==> src/rtl/brcomp_if.sv <==
// Branch-compare bus: operands and mode in, combinational and registered flags out.
interface brcomp_if #(
  parameter int DATA_W = 32
);
  logic [DATA_W-1:0] rs1_data;
  logic [DATA_W-1:0] rs2_data;
  logic              I_U;
  logic              less;
  logic              equal;
  logic              less_q;
  logic              equal_q;

  // Driver side: supplies operands and mode, observes the flags.
  modport master (
    output rs1_data, rs2_data, I_U,
    input  less, equal, less_q, equal_q
  );

  // Comparator side: consumes operands and mode, produces the flags.
  modport slave (
    input  rs1_data, rs2_data, I_U,
    output less, equal, less_q, equal_q
  );
endinterface

==> src/rtl/brcomp.sv <==
// Branch comparator: signed/unsigned less-than and equality flags, available
// combinationally and as a one-cycle registered copy.
module brcomp #(
  parameter int DATA_W = 32
) (
  input  logic    clk,
  input  logic    rst_n,
  brcomp_if.slave bus
);

  localparam int MSB = DATA_W - 1;

  logic [DATA_W-1:0] lhs;
  logic [DATA_W-1:0] rhs_n;
  logic              carry_out;
  logic              less_u;
  logic              sign_diff;
  logic              less_c;
  logic              equal_c;

  assign lhs   = bus.rs1_data;
  assign rhs_n = ~bus.rs2_data;

  // Ripple carry chain of lhs + ~rhs + 1; only the carry-out is needed.
  always_comb begin
    logic carry;
    // NOTE: blocking assignments here are intentional; carry is a chain of
    // combinational values evaluated in loop order, not stored state.
    carry = 1'b1;
    for (int i = 0; i < DATA_W; i++) begin
      carry = (lhs[i] & rhs_n[i]) | (carry & (lhs[i] ^ rhs_n[i]));
    end
    carry_out = carry;
  end

  // No carry-out means the subtraction borrowed, i.e. lhs < rhs unsigned.
  assign less_u = ~carry_out;

  // With differing signs the negative operand is the smaller one; with equal
  // signs the two's-complement order matches the unsigned order.
  assign sign_diff = lhs[MSB] ^ bus.rs2_data[MSB];
  assign less_c    = bus.I_U ? less_u : (sign_diff ? lhs[MSB] : less_u);

  // Equality as the AND of per-bit XNORs.
  assign equal_c = &(lhs ~^ bus.rs2_data);

  assign bus.less  = less_c;
  assign bus.equal = equal_c;

  // Registered copies of the flags, cleared asynchronously by reset.
  always_ff @(posedge clk or negedge rst_n) begin
    // NOTE: the reset branch sits in the sensitivity list so the flags clear
    // the moment rst_n falls, without waiting for a clock edge.
    if (!rst_n) begin
      bus.less_q  <= 1'b0;
      bus.equal_q <= 1'b0;
    end else begin
      bus.less_q  <= less_c;
      bus.equal_q <= equal_c;
    end
  end

endmodule

==> src/flat_wrapper.sv <==
// flat-port wrapper written by rule: the top's interface ports become plain ports
module brcomp_flat 
#(
  parameter int DATA_W = 32
)
  (clk, rst_n, bus_rs1_data, bus_rs2_data, bus_I_U, bus_less, bus_equal, bus_less_q, bus_equal_q);
  brcomp_if #(.DATA_W(DATA_W)) bus_i ();
  input  logic clk;
  input  logic rst_n;
  input wire logic [$bits(bus_i.rs1_data)-1:0] bus_rs1_data;
  input wire logic [$bits(bus_i.rs2_data)-1:0] bus_rs2_data;
  input wire logic [$bits(bus_i.I_U)-1:0] bus_I_U;
  output wire logic [$bits(bus_i.less)-1:0] bus_less;
  output wire logic [$bits(bus_i.equal)-1:0] bus_equal;
  output wire logic [$bits(bus_i.less_q)-1:0] bus_less_q;
  output wire logic [$bits(bus_i.equal_q)-1:0] bus_equal_q;
  assign bus_i.rs1_data = bus_rs1_data;
  assign bus_i.rs2_data = bus_rs2_data;
  assign bus_i.I_U = bus_I_U;
  assign bus_less = bus_i.less;
  assign bus_equal = bus_i.equal;
  assign bus_less_q = bus_i.less_q;
  assign bus_equal_q = bus_i.equal_q;
  brcomp #(.DATA_W(DATA_W)) u_core (.clk(clk), .rst_n(rst_n), .bus(bus_i));
endmodule
==> config.mk <==
export PLATFORM = sky130hd
export DESIGN_NAME = brcomp_flat
export DESIGN_NICKNAME = d
export VERILOG_FILES = /design/src/rtl/brcomp_if.sv /design/src/rtl/brcomp.sv /design/src/flat_wrapper.sv
export SDC_FILE = /design/constraint.sdc
export NUM_CORES = 1
export LEC_CHECK = 0
export ABC_AREA = 1
export CORE_MARGIN = 8
export CORE_UTILIZATION = 50
export DETAILED_ROUTE_END_ITERATION = 10
export DONT_BUFFER_PORTS = 1
export PLACE_DENSITY = 0.69
export SYNTH_ARGS = -nofsm -noshare
export SYNTH_HDL_FRONTEND = slang
export SYNTH_SLANG_ARGS = --single-unit
==> constraint.sdc <==
create_clock -name clk -period 3.1 [get_ports clk]
set_clock_uncertainty 0.05 [all_clocks]
set_input_delay 0.62 -clock clk [delete_from_list [all_inputs] [get_ports clk]]
set_output_delay 0.62 -clock clk [all_outputs]
set_load 0.05 [all_outputs]
==> results of run 1 <==
-- power groups by stage --
stage / sequential [uW] / combinational, uW / clock, uW
after floorplan: 35.9 / 101 / 0
after global placement: 36.4 / 118 / 0
after detailed placement: 36.5 / 124 / 0
after CTS: 36.2 / 136 / 58.1
after global routing: 36.1 / 166 / 60.6
final: 35.9 / 143 / 58.0
-- sequential cells by signal, summed over array words and instances (netlist names) --
name	count
u_core.bus.equal_q	1
u_core.bus.less_q	1
-- cell usage after synthesis (all sizes together) --
master / number
clkinv: 1
o21a: 2
inv: 46
nand3: 4
ha: 32
nor4: 1
nand2: 44
dfrtp: 2
a21oi: 14
nand4: 2
nor2: 6
-- metal layers --
layer,up-vias,part of all wire,wire (um),track usage
met5,-,0,0,0
met4,0,0.0042,10,0.0374
met3,3,0.12,276,0.0672
met2,44,0.49,1160,0.236
met1,419,0.39,930,0.129
li1,489,-,-,-
-- logic make-up (layout without fill, tap and decap cells) --
kind of cell    count (synthesis)  count (layout)  share of synthesized area
fa+ha+maj                      32              32                      0.422
flops                           2               2                     0.0528
compound gates                 16              16                     0.0897
simple gates                   57              57                      0.249
buf+inv                        47              55                      0.186
-- through the flow --
| step | instances | TNS, ns | worst slack, ns | hold WS [ns] | instance area [um^2] |
|---|---|---|---|---|---|
| floorplan | 154 | 0 | 0.00380 | 0.274 | 965 |
| global placement | 182 | -0.140 | -0.140 | 0.274 | 1020 |
| detailed placement | 182 | -0.235 | -0.235 | 0.275 | 1020 |
| CTS | 186 | -0.184 | -0.184 | 0.0391 | 1100 |
| global route | 187 | -0.410 | -0.410 | 0.0368 | 1140 |
| finish | 187 | -0.162 | -0.162 | 0.0384 | 1140 |
-- area by class of cell --
cell class | instances | area share
multi-input combinational | 105 | 0.710
inverter | 47 | 0.166
sequential | 2 | 0.0439
timing repair buffer | 5 | 0.0329
tap | 25 | 0.0274
clock buffer | 3 | 0.0198
-- worst max path at each step --
stage	endpoint	slack, ns	depth (start not counted)
after global placement	bus_less	-0.14	31
after floorplan	bus_less	0.004	31
after CTS	bus_less	-0.18	31
final	bus_less	-0.16	31
after detailed placement	bus_less	-0.24	31
after global routing	bus_less	-0.41	31
-- what timing repair did --
item                       4_1_cts  5_1_grt
gates cloned                     0        0
resized for setup               12        6
pin swaps                       15       12
buffers inserted                 1        1
setup endpoints to repair        1        1
-- worst max-delay path: cells and delay by family --
kind,cells,cell delay (ns)
buf+inv,1,0.01
fa+ha+maj,1,0.24
simple gates,29,1.73
==> results.toml, run 1 <==
[die]
rows = 15
initial_core_util = 0.538
dieArea_um2 = 3550
die_x_um = 59.6
io_pins = 71
core_area_um2 = 1760
die_height_um = 59.6

[finish]
syn_to_final_growth_pct = 20.2
n_fill_cell = 167
register_area_um2 = 50.0
fin_util = 0.646
antenna_cells = 0
layout_common_cells = "inv_1 (41), nand2_1 (39), ha_1 (29), a21oi_1 (14)"
multi_input_area_um2 = 810
final_common_cell = "inv_1"
nets = 263
layout-drive-gt1-share = 0.154

[status]
outcome = "complete, but fails checks"
violations = "setup timing"

[synthesis]
synth_cell_types = 14
synthCells = 154
synth_area_um2 = 948
synth_area_leaders = "ha_1 (42%), inv_1 (17%), nand2_1 (17%), a21oi_1 (7.4%), dfrtp_1 (5.3%)"
yosysTopAreaCell = "ha_1"
synth_top_cell_area_share = 0.422
ys_seq_area_frac = 0.0528
syn_area_per_cell_um2 = 6.16
yosys_register_bits = 2
synth_nets = 253
yosys_warnings = 0

[global_routing]
gr-total-overflow = 0
grt_pass1_wl_um = 3700
grt_pass1_vias = 936
grt_max_degree = 4
grt_usage = 0.132
antenna_found_initial = 0

[pwr]
ir_drop_mv = 0.220
combPwrFrac = 0.604
switching_share = 0.431
p_int_uw = 135
p_seq_frac = 0.152
switchingPower_uw = 102
finalPower_uw = 237
powerDensity_nw_per_um2 = 208
clkPwrFrac = 0.245
leakagePower_uw = 0.000739

[timing]
report.final.setup_viol = 1
period_share = 1.05
layout_min_cycle_time_ns = 3.26
rsz0062_at_grt = "yes"
max_slew_margin = 0.693
fmax_mhz = 307
drv_slew = 0
finalWorstSetupSlack_ns = -0.162
worst_pin_slew_ns = 0.462
hold_violations = 0

[setup_path]
cp_common_cell = "nand2_1"
worst_path_max_delay_cell = "ha_4"
cp-end-kind = "primary output"
setup.worst_path.start = "bus_rs2_data[4]"
criticalPathCategory = "primary input to primary output"
cp.required_ns = 2.43
start_kind = "primary input"
crit_fanout = 2
worst_ep_arrival_time_ns = 2.59
max_stage_delay_ns = 0.24

[drt]
drt_iter0_drc = 18
wire_per_inst_um = 12.7
first_pass_iters = 4
vias = 955
viasPerCell = 5.11
wl_um = 2380
ant_nets = 0
drc = 0

[clocking]
ctsHtreeMaxLevel = 1
cts_made_buffers = 3
cts_buffer_depth = 2
cts_hold_buf = 0
cts_root_buf = "clkbuf_4"
cts_tree = "yes"
cts.sinks = 2
clk_pin_slew_worst_paths_ns = 0.03

[worst_hold_path]
hp-class = "primary input to async pin"

[place]
dpl.hpwl_um = 2170
place_congestion = 0.656
io_buffers = 0

[flow_run]
cap_violations = 0
No activity file was read; power rests on OpenSTA's default activity.
==> inputs of run 2 (changes only) <==
--- a/config.mk
+++ b/config.mk
@@ -7,10 +7,10 @@
 export LEC_CHECK = 0
 export ABC_AREA = 1
 export CORE_MARGIN = 8
-export CORE_UTILIZATION = 50
+export CORE_UTILIZATION = 55
 export DETAILED_ROUTE_END_ITERATION = 10
 export DONT_BUFFER_PORTS = 1
-export PLACE_DENSITY = 0.69
+export PLACE_DENSITY = 0.74
 export SYNTH_ARGS = -nofsm -noshare
 export SYNTH_HDL_FRONTEND = slang
 export SYNTH_SLANG_ARGS = --single-unit
==> results.toml, run 2 (synthesized netlist as in run 1, its figures left out) <==
[finish]
layout-drive-gt1-share = 0.138
fin_util = 0.666
reg_top3 = "u_core.bus.equal_q (1), u_core.bus.less_q (1)"
nets = 261
antenna_cells = 0
layout_common_cells = "inv_1 (41), nand2_1 (40), ha_1 (29), a21oi_1 (14), nor2_1 (5)"
syn_to_final_growth_pct = 17.3
n_fill_cell = 166
finalNonFillerCells = 177
fin_area_um2 = 1110
final_common_cell = "inv_1"

[timing]
drv_slew = 0
period_share = 1.03
fmax_mhz = 312
worst_pin_slew_ns = 0.469
hold_violations = 0
report.final.setup_viol = 1
finalWorstSetupSlack_ns = -0.104
rsz0062_at_grt = "yes"
max_slew_margin = 0.688
layout_min_cycle_time_ns = 3.20

[clocking]
cts_made_buffers = 3
clk_pin_slew_worst_paths_ns = 0.03
cts.sinks = 2
cts_root_buf = "clkbuf_4"
cts_hold_buf = 0
cts_tree = "yes"
ctsHtreeMaxLevel = 1
cts_buffer_depth = 2

[setup_path]
max_stage_delay_ns = 0.23
cp_common_cell = "nand2_1"
start_kind = "primary input"
criticalPathCategory = "primary input to primary output"
cp-end-kind = "primary output"
worst_path_max_delay_cell = "ha_4"
crit_fanout = 2
cp.required_ns = 2.43
worst_ep_arrival_time_ns = 2.53

[drt]
wl_um = 2410
drt_iter0_drc = 12
wire_per_inst_um = 13.6
drc = 0
first_pass_iters = 4
viasPerCell = 5.28
vias = 934
ant_nets = 0

[global_routing]
grt_usage = 0.136
grt_pass1_vias = 959
grt_pass1_wl_um = 3730
gr-total-overflow = 0
grt_max_degree = 4
antenna_found_initial = 0

[die]
io_pins = 71
die_x_um = 57.5
rows = 15
die_height_um = 57.5
dieArea_um2 = 3310
core_area_um2 = 1670
initial_core_util = 0.568

[pwr]
finalPower_uw = 232
clkPwrFrac = 0.260
p_seq_frac = 0.155
leakagePower_uw = 0.000728
powerDensity_nw_per_um2 = 209
switchingPower_uw = 102
ir_drop_mv = 0.174
switching_share = 0.439
p_int_uw = 130
combPwrFrac = 0.585

[worst_hold_path]
hp-class = "primary input to async pin"

[place]
dpl.hpwl_um = 2200
placed_area_um2 = 993
place_ws_ns = -0.180
io_buffers = 0
dp_cells = 172
place_congestion = 0.692

[status]
violations = "setup timing"
outcome = "complete, but fails checks"

[flow_run]
cap_violations = 0
run 2: cell types whose count changed in the layout (fill, tap and decap cells not counted):
cell	change
buf_4	-2
inv_2	-2
inv_4	+2
nand2_1	+1
nand2_4	-1
run 2: metal layers:
metal | part of all wire | vias up | GRT usage | wire, um
met5 | 0 | - | 0 | 0
met4 | 0.0091 | 0 | 0.0321 | 22
met3 | 0.11 | 3 | 0.0673 | 275
met2 | 0.56 | 41 | 0.270 | 1360
met1 | 0.31 | 404 | 0.117 | 755
li1 | - | 486 | - | -
run 2: cell type report:
cell class / instances / area [um^2] / share of cell area
multi-input cells: 105 / 802 / 0.721
inverters: 47 / 194 / 0.174
flip-flops and latches: 2 / 50.0 / 0.0450
clock buffers: 3 / 22.5 / 0.0202
repair buffers: 3 / 22.5 / 0.0202
well taps: 17 / 21.3 / 0.0191
run 2: power by group through the flow:
stage / clock [uW] / combinational (uW) / sequential (uW)
2_1_floorplan: 0 / 101 / 35.9
3_3_place_gp: 0 / 113 / 36.2
3_5_place_dp: 0 / 120 / 36.5
4_1_cts: 60.6 / 132 / 36.2
5_1_grt: 64.9 / 158 / 36.4
6_report: 60.5 / 136 / 36.0
run 2: what timing repair did:
| action | in CTS | in global routing |
|---|---|---|
| pin swaps | 15 | 12 |
| endpoints found under the hold margin | 0 | 0 |
| endpoints found under the setup margin | 1 | 1 |
| setup buffers | 1 | 1 |
| resized for setup | 12 | 6 |
| cloned | 0 | 0 |
run 2: through the flow:
step | setup TNS, ns | hold WS [ns]
3_3_place_gp | -0.119 | 0.274
3_5_place_dp | -0.180 | 0.275
4_1_cts | -0.130 | 0.0347
2_1_floorplan | 0 | 0.274
5_1_grt | -0.345 | 0.0261
6_report | -0.104 | 0.0333
run 2: worst paths after layout:
kind	slack [ns]	cells past startpoint	to	startpoint
min in group clk	0.69	2	u_core.bus.less_q	bus_rs1_data[31]
max in group asynchronous	2.90	0	u_core.bus.equal_q	rst_n
worst max-delay path	-0.10	31	bus_less	bus_rs2_data[4]
worst min-delay path	0.03	0	u_core.bus.less_q	rst_n
run 2: worst max-delay path: cells and delay by family:
kind                     cells  cell delay (ns)
adder cells (fa/ha/maj)      1             0.23
AND/OR/NAND/NOR             29             1.67
buffers and inverters        1             0.01
